<file path="src/rtl/resp_pkg.sv">
// Shared types for the BCD request/acknowledge responder: operand type,
// BCD limit and the response pipeline slot.
package resp_pkg;

  typedef logic [3:0] bcd_t;

  localparam bcd_t BCD_MAX = 4'd9;

  typedef struct packed {
    logic valid;
    logic is_nack;
    bcd_t data;
    logic carry;
  } rsp_slot_t;

endpackage

</file>
<file path="src/rtl/bcd_acc_step.sv">
// One BCD accumulate step: adds an operand to the accumulator modulo 10 and
// flags decimal carry; operands above 9 are reported invalid and leave acc alone.
module bcd_acc_step
  import resp_pkg::*;
(
  input  logic [3:0] acc,
  input  logic [3:0] operand,
  output logic [3:0] next_acc,
  output logic       carry,
  output logic       invalid
);

  logic [4:0] sum;

  // NOTE: every output gets a default first so no path can infer a latch.
  always_comb begin
    next_acc = acc;
    carry    = 1'b0;
    invalid  = (operand > BCD_MAX);
    sum      = {1'b0, acc} + {1'b0, operand};
    if (!invalid) begin
      if (sum >= 5'd10) begin
        carry    = 1'b1;
        next_acc = 4'(sum - 5'd10);
      end else begin
        next_acc = sum[3:0];
      end
    end
  end

endmodule

</file>
<file path="src/rtl/req_ack_responder.sv">
// BCD accumulating responder: every request is answered with ack or nack
// exactly ACK_LAT (1 or 2) cycles later. Define RESP_SVA_EN to embed assertions.
module req_ack_responder
  import resp_pkg::*;
#(
  parameter int ACK_LAT = 1
) (
  input  logic       clk,
  input  logic       rst_n,
  input  logic       req,
  input  logic [3:0] req_data,
  input  logic       clear,
  output logic       ack,
  output logic       nack,
  output logic [3:0] rsp_data,
  output logic       rsp_carry,
  output logic [7:0] carry_cnt
);

  bcd_t      acc;
  bcd_t      acc_base;
  bcd_t      step_acc;
  logic      step_carry;
  logic      step_invalid;
  rsp_slot_t slot_in;
  rsp_slot_t pipe [ACK_LAT];
  rsp_slot_t last;

  // clear takes effect before a coincident request is added
  assign acc_base = clear ? '0 : acc;

  bcd_acc_step u_step (
    .acc      (acc_base),
    .operand  (req_data),
    .next_acc (step_acc),
    .carry    (step_carry),
    .invalid  (step_invalid)
  );

  always_comb begin
    slot_in = '0;
    if (req) begin
      slot_in.valid   = 1'b1;
      slot_in.is_nack = step_invalid;
      slot_in.data    = step_acc;
      slot_in.carry   = step_carry;
    end
  end

  // NOTE: sequential state uses non-blocking assignments so the shift register
  // moves one stage per edge regardless of statement order.
  // NOTE: the pipeline is a few flops, so every slot is reset; this is what
  // drops in-flight requests when reset hits mid-operation.
  always_ff @(posedge clk or negedge rst_n) begin
    if (!rst_n) begin
      acc       <= '0;
      carry_cnt <= '0;
      for (int i = 0; i < ACK_LAT; i++) pipe[i] <= '0;
    end else begin
      acc       <= req ? step_acc : acc_base;
      carry_cnt <= (clear ? 8'd0 : carry_cnt) + {7'd0, req & step_carry};
      pipe[0]   <= slot_in;
      for (int i = 1; i < ACK_LAT; i++) pipe[i] <= pipe[i-1];
    end
  end

  assign last      = pipe[ACK_LAT-1];
  assign ack       = last.valid & ~last.is_nack;
  assign nack      = last.valid & last.is_nack;
  assign rsp_data  = last.data;
  assign rsp_carry = last.carry;

`ifdef RESP_SVA_EN
  a_latency : assert property (@(posedge clk) disable iff (!rst_n)
    req |-> ##ACK_LAT (ack || nack));

  a_mutex : assert property (@(posedge clk) disable iff (!rst_n)
    !(ack && nack));

  a_acc_range : assert property (@(posedge clk) disable iff (!rst_n)
    acc <= BCD_MAX);

  a_clear_cnt : assert property (@(posedge clk) disable iff (!rst_n)
    ($rose(clear) && !(req && step_carry)) |=> (carry_cnt == 8'd0));
`endif

endmodule

</file>
<file path="config.mk">
export PLATFORM = sky130hd
export DESIGN_NAME = req_ack_responder
export DESIGN_NICKNAME = d
export VERILOG_FILES = /design/src/rtl/resp_pkg.sv /design/src/rtl/bcd_acc_step.sv /design/src/rtl/req_ack_responder.sv
export SDC_FILE = /design/constraint.sdc
export NUM_CORES = 1
export LEC_CHECK = 0
export BUFFER_PORTS_ARGS = -buffer_cell sky130_fd_sc_hd__buf_2
export CORE_UTILIZATION = 30
export CTS_CLUSTER_SIZE = 40
export DETAILED_ROUTE_END_ITERATION = 12
export SYNTH_ARGS = -nofsm -noshare
export SYNTH_HDL_FRONTEND = slang
export SYNTH_SLANG_ARGS = --single-unit
</file>
<file path="constraint.sdc">
create_clock -name clk -period 5 [get_ports clk]
set_clock_uncertainty 0.15 [all_clocks]
set_input_delay 1 -clock clk [delete_from_list [all_inputs] [get_ports clk]]
set_output_delay 1 -clock clk [all_outputs]
set_load 0.05 [all_outputs]
</file>
Word level (Yosys, flattened, before mapping)

Cells that the tools add are included.

$add $sub $neg: 3
Bitwise operators: 4
Mux-type cells: 8
$lt $le $gt $ge: 2

Operator list:

| cell                                                              | count |
|---|---|
| two-way mux 4 bit                                                 | 4 |
| adder 8 x 1 -> 8 bit                                              | 1 |
| two-way mux 8 bit                                                 | 1 |
| two-way mux 7 bit                                                 | 1 |
| adder 4 x 4 -> 5 bit                                              | 1 |
| greater-or-equal comparator 5 x 4 -> 1 bit, second input constant | 1 |
| > comparator 4 bit, second input constant                         | 1 |
| subtractor 4 bit, second input constant                           | 1 |
| AND 1 bit                                                         | 3 |
| two-way mux 1 bit                                                 | 2 |
| NOT 1 bit                                                         | 1 |

Input port bits: 8
Logic and storage cells: 23
Flip-flop bits (word level): 19
Output and inout bits: 15

Longest topological paths before layout

Word-level depth: 7
Depth in mapped cells: 16
Mapped depth without buffers: 15

By module

A second synthesis with hierarchy kept.

Cells, all modules: 105
Area total of the unflattened synthesis: 1,132.3 sq um

By module, submodules not included:

| module            | times used | seq. area each (sq um) | area each (sq um) | cells an instance |
|---|---|---|---|---|
| req_ack_responder | 1          | 475.5                  | 830.8             | 69 |
| bcd_acc_step      | 1          | 0.0                    | 301.5             | 36 |

Worst setup path after synthesis

Ideal clock, no wire load.

Kind: input -> register
Start point: input port clear
End point: register carry_cnt[6]
Setup time: 78 ps
Data arrival time: 3,673 ps
Path buffers: 1
Required time: 4,772 ps
Setup slack: 1,099 ps
Cell stages on the path: 15
Cells stage by stage: clkbuf_1 > nor2b_1 > fa_1 > xor2_2 > inv_1 > ha_1 > o221ai_1 > and3_4 > nor2_1 > nor2_1 > ha_1 > ha_1 > nand3_1 > or3_1 > a21oi_1

Word-level cells in the longest chain between the ends: 7
Elaborated cells on any way between the ends: 8
Classes of those cells: 2 x add/sub; 1 x order compare; 4 x mux; 1 x bitwise

RTL lines:

| item                                       | RTL line                | source |
|---|---|---|
| start, declared                            | req_ack_responder.sv:12 | `input logic clear,` |
| two-way mux 4 bit                          | req_ack_responder.sv:30 | `assign acc_base = clear ? '0 : acc;` |
| adder 4 x 4 -> 5 bit                       | bcd_acc_step.sv:20      | `sum = {1'b0, acc} + {1'b0, operand};` |
| greater-or-equal comparator 5 x 4 -> 1 bit | bcd_acc_step.sv:22      | `if (sum >= 5'd10) begin` |
| two-way mux 1 bit                          | bcd_acc_step.sv:22      |  |
| two-way mux 1 bit                          | bcd_acc_step.sv:21      | `if (!invalid) begin` |
| AND 1 bit                                  | req_ack_responder.sv:61 | `carry_cnt <= (clear ? 8'd0 : carry_cnt) + {7'd0, req & step_carry};` |
| adder 8 x 1 -> 8 bit (*)                   | req_ack_responder.sv:61 |  |
| end signal, assigned                       | req_ack_responder.sv:61 |  |
| end, declared                              | req_ack_responder.sv:17 | `output logic [7:0] carry_cnt` |

Mark *: on every way between the ends. The rest lies on a longest branch, timed or not.

Worst setup path after layout

Same ends and word-level chain as after synthesis.

==> impl_metrics.json <==
{
  "status": "finished, final reports clean",
  "synth_top_area_share_pct": 44.3,
  "fmax_mhz": 250,
  "antenna_left": 0,
  "worst_slack_ps": 992,
  "p_comb_share_pct": 35.3,
  "grt_setup_unrepaired": "false",
  "synth-async-reset-ratio_pct": 100,
  "synth_edf_count": 0,
  "nets": 142,
  "yosysTopAreaCell": "dfrtp_1",
  "gp_congestion": 0.891,
  "synth_nets": 121,
  "hold_path_class": "reg2reg",
  "fillCellCount": 356,
  "cts_tree": "built",
  "avgSynthCellArea_um2": 10.2,
  "synth.area.top_cells": "dfrtp_1, ha_1, nor2b_1, buf_4, nand3_1",
  "end_kind": "register",
  "yosysSeqAreaShare_pct": 44.3,
  "finalNonFillerCells": 171,
  "die_h_um": 61.8,
  "slew_viol_final": 0,
  "p_per_area_mw_per_mm2": 315,
  "drtPass1Iterations": 5,
  "clock_sinks": 19,
  "place_area_mm2": 0.00120,
  "drtIter0Drc": 52,
  "antenna_found_initial": 0,
  "grtUsageTotal_pct": 11.7,
  "ys_ff_latch": 19,
  "cts_resized": 0,
  "hp-start": "carry_cnt[5]",
  "internal-power_mw": 0.247,
  "fp-row-count": 21,
  "numCtsBuffers": 3,
  "area_growth_pct": 14.2,
  "synth_fa_ha_area_share_pct": 10.0,
  "synthTopCellsByCount": "dfrtp_1, nor2b_1, nand2_1",
  "io_pins": 23,
  "r2r-start": "acc[0]",
  "wl_per_cell_um": 11.6,
  "drc_errors": 0,
  "synthCells": 105,
  "hold_violations": 0,
  "worstMarginPinSlew_ps": 408,
  "antenna_cells": 0,
  "dp.cells": 167,
  "preCtsSetupSlack_ps": 684,
  "power.leakage_nw": 0.640,
  "setup_viol": 0,
  "hold_buffers": 0,
  "synthMuxAreaShare_pct": 1.98,
  "synthSimpleGateAreaFrac_pct": 20.5,
  "core_mm2": 0.00339,
  "power.total_mw": 0.387,
  "synth_ff_type": "dfrtp_1",
  "htreeDepth": 1,
  "dpl.hpwl_um": 1550,
  "power_switching_mw": 0.140,
  "yosysMostFrequentCell": "dfrtp_1",
  "overflow": 0,
  "setup_tns_ps": 0,
  "grt_first_pass_wirelength_um": 3210,
  "stdcell_area_mm2": 0.00123,
  "p_clk_share_pct": 19.4,
  "yosysUniqueCellTypes": 34,
  "clockRootBuffer": "clkbuf_4",
  "post-route-period-util_pct": 80.2,
  "ys_warn_count": 0,
  "start_util_pct": 31.7,
  "synth-compound-area-share_pct": 13.2,
  "slew_headroom_pct": 72.8,
  "die_x_um": 61.8,
  "synth_top_family_by_area": "simple AND/OR/NAND/NOR gates",
  "p_sw_share_pct": 36.2,
  "grt_pass1_vias": 749,
  "clk_path_buf_depth": 2,
  "clk_transition_reported_paths_ps": 100,
  "seqPwrFrac_pct": 45.3,
  "synth_area_mm2": 0.00107,
  "grt_max_degree": 20,
  "drive_gt1_share_pct": 23.2,
  "startpoint_type": "input pin",
  "path_max_fanout": 12,
  "ir_drop_uv": 68.5,
  "io_buffers": 22,
  "vias": 837,
  "via_per_inst": 4.89,
  "wl_um": 1980,
  "cts_setup_buffers": 0,
  "cp_data_arrival_time_ps": 4090,
  "clk_latency_ps": 290,
  "critPathLaunch": "clear",
  "die_area_mm2": 0.00382,
  "crit_required_ps": 5080,
  "fin_crit_ps": 4010,
  "synth-xor-area-share_pct": 4.78,
  "crit_type": "in2reg",
  "cap_violations": 0
}
==> path summary, 6_finish.rpt <==
| kind | slack, ps | end | depth (start not counted) |
|---|---|---|---|
| worst max-delay path | 990 | carry_cnt[6] | 16 |
| worst min register to register | 400 | carry_cnt[5] | 1 |
| max in group asynchronous | 3940 | acc[0] | 1 |
| min in group asynchronous | 470 | carry_cnt[6] | 1 |
| worst min-delay path | 400 | carry_cnt[5] | 1 |
| worst max register to register | 1520 | carry_cnt[6] | 15 |
==> cell families after synthesis <==
logic type      after synthesis
simple gates                 40
compound gates               21
flops                        19
buf+inv                      10
fa+ha+maj                     8
xor+xnor                      5
mux                           2
==> worst max-delay path, stage by stage <==
cell and delay [ps]:
buf_2 220, nor2b_1 120, ha_1 240, fa_1 440, xor2_2 190, inv_1 60, ha_1 230, o221ai_1 100
and3_4 240, nor2_1 40, nor2_1 150, ha_1 220, ha_1 200, nand3_1 140, or3_1 330, a21oi_1 140
==> cell type report <==
| class | count | area, µm² | area share, % |
|---|---|---|---|
| multi-input combinational | 76 | 542 | 44.2 |
| sequential | 19 | 475 | 38.8 |
| timing repair buffer | 22 | 110 | 8.98 |
| tap | 46 | 57.6 | 4.69 |
| clock buffer | 4 | 26.3 | 2.14 |
| inverter | 4 | 15.0 | 1.22 |
==> power groups by stage <==
stage	Clock (mW)	Sequential, mW	Combinational (mW)
floorplan	0	0.191	0.101
global placement	0	0.177	0.135
detailed placement	0	0.178	0.136
CTS	0.0787	0.175	0.137
global route	0.0867	0.177	0.151
finish	0.0751	0.175	0.137
==> routing by layer <==
metal | vias to the layer above | track usage [%] | wire length, µm
met5 | - | 0 | 0
met2 | 32 | 19.0 | 914
met1 | 394 | 14.7 | 923
li1 | 407 | - | -
met3 | 4 | 1.86 | 111
met4 | 0 | 6.67 | 36
==> placed cells by master, fill, tap and decap left out <==
master    count
nor2_1        6
and3_4        1
xor2_2        1
buf_2        22
o21a_1        2
inv_1         4
or3_1         1
xnor2_1       1
nor3_1        1
o221ai_1      1
a21o_1        3
o31ai_1       2
clkbuf_4      3
a21boi_0      1
or4_4         1
o21ai_0       4
nand2b_1      1
nand3b_1      1
a21oi_1       4
and2_1        2
ha_1          7
xor2_1        3
nand2_1       8
a211oi_1      2
mux2i_1       1
fa_1          1
dfrtp_1      19
nor2b_1       9
a211o_1       1
and4_1        1
nand3_1       6
mux2_2        1
nand4_1       2
a221oi_1      1
clkbuf_1      1
==> through the flow <==
step                util, %  hold slack, ps
global route           36.2             470
finish                 36.2             403
CTS                    36.2             408
global placement       35.4             372
floorplan                 -             470
detailed placement     35.4             393
==> registers in the layout, summed over array words and instances, names as in the netlist <==
register   cells
acc            4
carry_cnt      8
last           2
rsp_carry      1
rsp_data       4
(Power assumes the default switching activity.)
